## src/rtl/execute_rtl.sv

```systemverilog
// Execute stage: single-cycle ALU plus optional iterative unsigned multiply/divide.
// Define EXEC_MULDIV_EN to include the MUL/DIV FSM and the MUL/MULHU/DIVU/REMU funcs.
module execute_rtl (
  input  logic        clk,
  input  logic        reset,
  input  logic        valid,
  input  logic [6:0]  opcode,
  input  logic [3:0]  func,
  input  logic [31:0] rs1_data,
  input  logic [31:0] rs2_data,
  input  logic [31:0] imm,
  input  logic        hata_in,
  output logic        stall,
  output logic        we,
  output logic [31:0] rd_data,
  output logic        hata,
  output logic [31:0] retired
);

  localparam logic [6:0] OP_R   = 7'b0110011;
  localparam logic [6:0] OP_I   = 7'b0010011;
  localparam logic [6:0] OP_LUI = 7'b0110111;

  logic        is_r, is_i, is_lui;
  logic        md_func, r_func_ok, illegal, single_ok, in_idle;
  logic [3:0]  alu_func;
  logic [31:0] alu_b, single_result;
  logic [4:0]  shamt;

  assign is_r   = (opcode == OP_R);
  assign is_i   = (opcode == OP_I);
  assign is_lui = (opcode == OP_LUI);

`ifdef EXEC_MULDIV_EN
  assign md_func = (func == 4'b1001) | (func == 4'b1010) | (func == 4'b1011) | (func == 4'b1100);
`else
  assign md_func = 1'b0;
`endif

  // I-type ignores func[3] except to select SRA over SRL.
  assign alu_func = is_r ? func : {func[3] & (func[2:0] == 3'b101), func[2:0]};
  assign alu_b    = is_r ? rs2_data : imm;
  assign shamt    = alu_b[4:0];

  // NOTE: every always_comb output gets a default first so no latch is inferred.
  always_comb begin
    r_func_ok = md_func;
    case (func)
      4'b0000, 4'b1000, 4'b0001, 4'b0010, 4'b0011,
      4'b0100, 4'b0101, 4'b1101, 4'b0110, 4'b0111: r_func_ok = 1'b1;
      default: ;
    endcase
  end

  always_comb begin
    single_result = 32'd0;
    if (is_lui) begin
      single_result = imm;
    end else begin
      case (alu_func)
        4'b0000: single_result = rs1_data + alu_b;
        4'b1000: single_result = rs1_data - alu_b;
        4'b0001: single_result = rs1_data << shamt;
        4'b0010: single_result = {31'd0, $signed(rs1_data) < $signed(alu_b)};
        4'b0011: single_result = {31'd0, rs1_data < alu_b};
        4'b0100: single_result = rs1_data ^ alu_b;
        4'b0101: single_result = rs1_data >> shamt;
        4'b1101: single_result = 32'($signed(rs1_data) >>> shamt);
        4'b0110: single_result = rs1_data | alu_b;
        4'b0111: single_result = rs1_data & alu_b;
        default: single_result = 32'd0;
      endcase
    end
  end

  assign illegal   = valid & (hata_in | ~(is_i | is_lui | (is_r & r_func_ok)));
  assign single_ok = valid & ~illegal & ~(is_r & md_func);

`ifdef EXEC_MULDIV_EN
  typedef enum logic [1:0] {IDLE, MUL, DIV, DONE} state_t;

  state_t      state, next_state;
  logic [4:0]  count;
  logic [31:0] lat_a, lat_b, acc_hi, acc_lo, md_result;
  logic [3:0]  lat_func;
  logic        start_md, start_mul, div_ok;
  logic [32:0] mul_sum, div_trial;

  assign start_md  = valid & ~hata_in & is_r & md_func;
  assign start_mul = (func == 4'b1001) | (func == 4'b1010);
  assign in_idle   = (state == IDLE);

  // acc_hi:acc_lo is the running product for MUL and remainder:quotient for DIV.
  assign mul_sum   = {1'b0, acc_hi} + (acc_lo[0] ? {1'b0, lat_a} : 33'd0);
  assign div_trial = {acc_hi, acc_lo[31]};
  assign div_ok    = (div_trial >= {1'b0, lat_b});
  assign md_result = ((lat_func == 4'b1001) || (lat_func == 4'b1011)) ? acc_lo : acc_hi;

  always_comb begin
    next_state = state;
    stall      = 1'b0;
    we         = 1'b0;
    rd_data    = 32'd0;
    case (state)
      IDLE: begin
        if (start_md) begin
          stall      = 1'b1;
          next_state = start_mul ? MUL : DIV;
        end else if (single_ok) begin
          we      = 1'b1;
          rd_data = single_result;
        end
      end
      MUL, DIV: begin
        stall = 1'b1;
        if (count == 5'd31) next_state = DONE;
      end
      DONE: begin
        we         = 1'b1;
        rd_data    = md_result;
        next_state = IDLE;
      end
      default: next_state = IDLE;
    endcase
    // Reset low must silence outputs immediately, even during the accept cycle.
    if (!reset) begin
      stall   = 1'b0;
      we      = 1'b0;
      rd_data = 32'd0;
    end
  end

  // NOTE: sequential state uses non-blocking assignments so all registers update together.
  always_ff @(posedge clk or negedge reset) begin
    if (!reset) begin
      state    <= IDLE;
      count    <= 5'd0;
      lat_a    <= 32'd0;
      lat_b    <= 32'd0;
      lat_func <= 4'd0;
      acc_hi   <= 32'd0;
      acc_lo   <= 32'd0;
    end else begin
      state <= next_state;
      case (state)
        IDLE: begin
          if (start_md) begin
            lat_a    <= rs1_data;
            lat_b    <= rs2_data;
            lat_func <= func;
            count    <= 5'd0;
            acc_hi   <= 32'd0;
            acc_lo   <= start_mul ? rs2_data : rs1_data;
          end
        end
        MUL: begin
          {acc_hi, acc_lo} <= {mul_sum, acc_lo[31:1]};
          count            <= count + 5'd1;
        end
        DIV: begin
          acc_hi <= div_ok ? (div_trial[31:0] - lat_b) : div_trial[31:0];
          acc_lo <= {acc_lo[30:0], div_ok};
          count  <= count + 5'd1;
        end
        default: ;
      endcase
    end
  end
`else
  assign in_idle = 1'b1;
  assign stall   = 1'b0;
  assign we      = reset & single_ok;
  assign rd_data = we ? single_result : 32'd0;
`endif

  always_ff @(posedge clk or negedge reset) begin
    if (!reset) begin
      hata    <= 1'b0;
      retired <= 32'd0;
    end else begin
      if (in_idle && illegal) hata <= 1'b1;
      if (we) retired <= retired + 32'd1;
    end
  end

endmodule

```

## config.mk

```make
export PLATFORM = sky130hd
export DESIGN_NAME = execute_rtl
export DESIGN_NICKNAME = d
export VERILOG_FILES = /design/src/rtl/execute_rtl.sv
export SDC_FILE = /design/constraint.sdc
export NUM_CORES = 1
export LEC_CHECK = 0
export ABC_AREA = 1
export CORE_MARGIN = 5
export CORE_UTILIZATION = 56
export DETAILED_ROUTE_END_ITERATION = 12
export PLACE_DENSITY = 0.82
export SLEW_MARGIN = 20
export SYNTH_ARGS = -nofsm -noshare
export SYNTH_HDL_FRONTEND = slang
export SYNTH_SLANG_ARGS = --single-unit
```

## constraint.sdc

```tcl
create_clock -name clk -period 5.71 [get_ports clk]
set_input_delay 1.142 -clock clk [delete_from_list [all_inputs] [get_ports clk]]
set_output_delay 1.142 -clock clk [all_outputs]
set_load 0.02 [all_outputs]
```

==> run_results.csv, run 1 <==
group,metric,value,unit
outcome,status,"stopped before the end",
outcome,lastStage,"global routing (5_1_grt)",
outcome,error,"[ERROR GRT-0232] Routing congestion too high. Check the congestion heatmap in the GUI.",
placement,routabilityCongestion,1.32,
die,ios,178,
clock_tree,cts_made_buffers,5,
grt,grt_overflow,672,
synth,yosys_register_bits,33,
die,die_width,157,um
clock_tree,root_buffer,"clkbuf_16",
synth,avgSynthCellArea,5.21,sq um
clock_tree,h-tree-depth,2,
synth,yosysWarnings,0,
clock_tree,cts_buffer_depth,2,
placement,portBuffers,176,
synth,syn_inst,2325,
synth,synth.yosys.seq_area_share,0.0682,
grt,grt_max_degree,67,
synth,ys.flop_type,"dfrtp_1",
synth,async_reset_ff_frac,1.00,
grt,track_usage,0.910,
sta,grt_repair_worst_endpoint,"rd_data[21]",
synth,synth.cell_area,12100,sq um
sta,worst_endpoint_kind,"primary output",
synth,synth_cell_types,57,
clock_tree,clock_sinks,33,
die,row_count,53,
synth,synth_edf_count,0,
die,initial_core_util,0.573,
die,die_y,157,um
clock_tree,cts_hold_buf,0,
synth,synth_nets,2531,
placement,place_inst,3099,
placement,dp_hpwl,50.9,mm
-- cell usage after synthesis (all sizes together), types with 2 or more instances --
master | count | area [sq um]
a211oi | 6 | 45.0
a21boi | 7 | 52.6
a21o | 4 | 30.0
a21oi | 134 | 671
a221oi | 6 | 58.8
a22oi | 2 | 15.0
a31oi | 8 | 50.1
and2 | 2 | 15.0
and3 | 2 | 12.5
buf | 68 | 395
clkbuf | 37 | 140
clkinv | 3 | 11.3
dfrtp | 33 | 826
ha | 94 | 1180
inv | 309 | 1160
nand2 | 645 | 2460
nand3 | 345 | 1760
nand3b | 3 | 22.5
nand4 | 29 | 196
nor2 | 255 | 995
nor3 | 37 | 223
nor4 | 6 | 37.5
o211a | 2 | 20.0
o211ai | 22 | 165
o21a | 8 | 60.1
o21ai | 186 | 935
o21bai | 7 | 52.6
o221ai | 5 | 43.8
o22ai | 13 | 81.3
o31ai | 3 | 22.5
or2 | 5 | 31.3
xnor2 | 9 | 78.8
xor2 | 24 | 210
-- per-layer routing --
metal / track usage / overflow
met2: 1.04 / 410
met1: 0.865 / 42
met4: 0.937 / 179
met5: 0.663 / 7
met3: 0.830 / 34
-- cells by family after synthesis --
| family | synth area share |
|---|---|
| AOI/OAI and AO/OA | 0.192 |
| and+or+nand+nor | 0.475 |
| other | 0.000310 |
| buffers and inverters | 0.141 |
| adders and majority gates | 0.0988 |
| xor gates and xnor gates | 0.0239 |
| muxes | 0.000826 |
| DFF | 0.0682 |
-- stage by stage --
| step | util | worst slack, ns | cell area, sq um | hold WS (ns) | setup TNS, ns |
|---|---|---|---|---|---|
| after detailed placement | 0.804 | -0.978 | 17000 | 0.455 | -20.29 |
| after CTS | 0.855 | -0.176 | 18100 | 0.466 | -0.671 |
| after global placement | 0.804 | -0.808 | 17000 | 0.438 | -16.23 |
| after floorplan | - | 0.431 | 12100 | 0.565 | 0 |
-- what timing repair did --
action,4_1_cts
resized for setup,324
pin swaps,43
cloned,2
setup endpoints to repair,32
setup buffers,17
==> run 2, diff against run 1 <==
--- a/config.mk
+++ b/config.mk
@@ -7,9 +7,9 @@
 export LEC_CHECK = 0
 export ABC_AREA = 1
 export CORE_MARGIN = 5
-export CORE_UTILIZATION = 56
+export CORE_UTILIZATION = 40
 export DETAILED_ROUTE_END_ITERATION = 12
-export PLACE_DENSITY = 0.82
+export PLACE_DENSITY_LB_ADDON = 0.15
 export SLEW_MARGIN = 20
 export SYNTH_ARGS = -nofsm -noshare
 export SYNTH_HDL_FRONTEND = slang
==> run 2 against run 1 <==
  * Area after synthesis unchanged
  * The run now ends clean
  * Synthesized cell count unchanged
==> run_results.csv, run 2 <==
group,metric,value,unit
grt,grt_pass1_wl,106,mm
clock_tree,clock_sinks,33,
critical_path,timing.rr.start,"retired[0]",
die,row_count,63,
sta,drv_slew,0,
critical_path,regToRegSetupSlack,3.67,ns
synth,synth.cell_area,12100,sq um
synth,synth_edf_count,0,
critical_path,crit_path_end_kind,"output pin",
drt,firstDrtPassIters,9,
drt,top_layer,"met5",
clock_tree,cts_tree,"built",
grt,grt_max_degree,61,
clock_tree,root_buffer,"clkbuf_16",
synth,yosysWarnings,0,
clock_tree,cts_hold_buf,0,
clock_tree,cts_made_buffers,5,
placement,placed_area,18000,sq um
clock_tree,clk_pin_slew_worst_paths,0.06,ns
sta,worst_slew_pin_slew,0.657,ns
clock_tree,cts_buffer_depth,2,
synth,synth.yosys.seq_area_share,0.0682,
drt,drt-met1-wl,29.3,mm
critical_path,worstSetupEndpoint,"rd_data[13]",
die,die_y,184,um
final_layout,top_register,"retired",
hold_path,hold_class,"flip-flop to flip-flop",
synth,yosysMostFrequentCell,"nand2_1",
final_layout,nets,3178,
grt,grt_pass1_vias,18224,
outcome,status,"complete, no violations",
drt,wirelength,73.1,mm
drt,wl_met3,8.29,mm
final_layout,area_delta_synth_final,62.4,%
synth,synth_nets,2531,
flow_run,maxCapViolations,0,
critical_path,startpoint,"opcode[4]",
die,core,29800,sq um
synth,syn_inst,2325,
die,initial_core_util,0.407,
power_and_ir_drop,ir_worst_vdd,0.107,mV
drt,wl_per_cell,21.7,um
hold_path,hold_depth,1,
clock_tree,clk_latency,0.29,ns
critical_path,critPathLaunchType,"primary input",
synth,synth_cell_types,57,
power_and_ir_drop,cellLeakagePower,10.4,nW
synth,netlist_top_cells_area,"nand2_1 20%, nand3_1 14%, ha_1 9.7%",
sta,fin_skew,0.00476,ns
placement,dp_hpwl,59.0,mm
grt,grt_overflow,0,
critical_path,crit_required,4.57,ns
sta,whs,0.488,ns
final_layout,drive_gt1_frac,0.296,
critical_path,crit_arrival,4.47,ns
synth,async_reset_ff_frac,1.00,
drt,antenna_left,0,
drt,wl_met2,31.7,mm
critical_path,crit_type,"primary input to output pin",
synth,synthTopCellsByCount,"633 x nand2_1, 338 x nand3_1, 298 x inv_1",
grt,track_usage,0.404,
drt,vias,19644,
placement,portBuffers,176,
synth,ys.flop_type,"dfrtp_1",
synth,yosysTopAreaCell,"nand2_1",
critical_path,timing.rr.end,"retired[24]",
synth,avgSynthCellArea,5.21,sq um
sta,hold_viol,0,
final_layout,final_common_cell,"nand2_1",
final_layout,largest_reg_flops,32,
critical_path,r2r_cells,9,
die,ios,178,
critical_path,critPathMaxFanout,7,
sta,relSlewSlack,0.560,
sta,layout_min_cycle_time,5.61,ns
sta,max_freq,178,MHz
final_layout,largestRegisters,"retired x32, hata x1",
synth,yosys_register_bits,33,
final_layout,final_cell_mix,"593 x nand2_1, 541 x buf_4, 326 x nand3_1",
final_layout,fin_area,19700,sq um
drt,dr.first_iter.drc_count,2809,
drt,drc,0,
sta,period_share,0.983,
synth,synth_top_cell_area_share,0.196,
die,die_width,184,um
placement,routabilityCongestion,1.10,
power_and_ir_drop,power_density,118,nW/um^2
clock_tree,h-tree-depth,2,
grt,antenna_found_initial,2,
die,die-area,33900,sq um
drt,avgViaCountPerCell,5.84,
sta,finalSetupViolCount,0,
-- run 2: cell type report --
class                   instances  area (sq um)
repair buffers                745          6260
flip-flops and latches         33           826
inverters                     312          1180
diodes                          1          2.50
well taps                     390           488
clock buffers                   6           139
clock inverters                 2          37.5
multi-input cells            1875         10700
fillers                      2817         10100
-- run 2: worst min-delay path by stage --
stage | start | end | slack [ns]
final | hata | hata | 0.49
after global routing | hata | hata | 0.51
after CTS | retired[31] | retired[31] | 0.48
after detailed placement | hata | hata | 0.48
after global placement | hata | hata | 0.44
after floorplan | hata | hata | 0.57
-- run 2: routing by layer --
layer | track usage | vias to the layer above
met5 | 0 | -
met4 | 0.138 | 2
met3 | 0.0894 | 248
met2 | 0.638 | 1273
met1 | 0.544 | 9184
li1 | - | 8937
-- run 2: logic make-up after synthesis --
group / after synthesis / share of synthesized area
AND/OR/NAND/NOR: 1330 / 0.475
buffers and inverters: 417 / 0.141
AO/OA/AOI/OAI: 415 / 0.192
adder cells (fa/ha/maj): 95 / 0.0988
XOR/XNOR: 33 / 0.0239
flip-flops: 33 / 0.0682
other: 1 / 0.000310
multiplexers: 1 / 0.000826
-- run 2: power by group --
group | switching (mW) | total (mW) | internal [mW]
sequential | 0.00152 | 0.237 | 0.235
clock | 0.113 | 0.331 | 0.218
combinational | 1.00 | 1.76 | 0.758
-- run 2: stage by stage --
step | setup TNS (ns) | std cells | worst slack, ns | power, mW | utilization
finish | 0 | 3364 | 0.0959 | 2.33 | 0.660
global route | -0.337 | 3363 | -0.0561 | 2.44 | 0.660
global placement | -19.07 | 3326 | -0.793 | 1.73 | 0.606
CTS | -0.839 | 3352 | -0.194 | 2.18 | 0.644
detailed placement | -20.22 | 3326 | -0.814 | 1.74 | 0.606
floorplan | 0 | 2325 | 0.431 | 0.926 | -
-- run 2: critical path, cell delays in order --
cell and delay, ns:
dlygate4sd2_1 0.24, nand2_2 0.09, nor2_4 0.14, nand2_4 0.10, buf_12 0.17, buf_6 0.13, nand2_4 0.05, o21ai_4 0.06
buf_6 0.13, inv_4 0.05, ha_4 0.22, buf_12 0.13, a21oi_4 0.18, o21ai_2 0.08, a21oi_2 0.20, o21ai_4 0.09
buf_6 0.14, buf_4 0.13, or2_2 0.27, nand3_2 0.07, nand2_2 0.06, nor2_1 0.08, nand4_1 0.14, o21ai_1 0.12
nor2_1 0.05, buf_4 0.17
-- run 2: timing repair --
| action | CTS | global route |
|---|---|---|
| endpoints found under the setup margin | 32 | 32 |
| pin swaps | 46 | 61 |
| resized for setup | 332 | 145 |
| setup buffers | 16 | 11 |
| gates cloned | 2 | 1 |
Power figures use the tool's default switching activity.
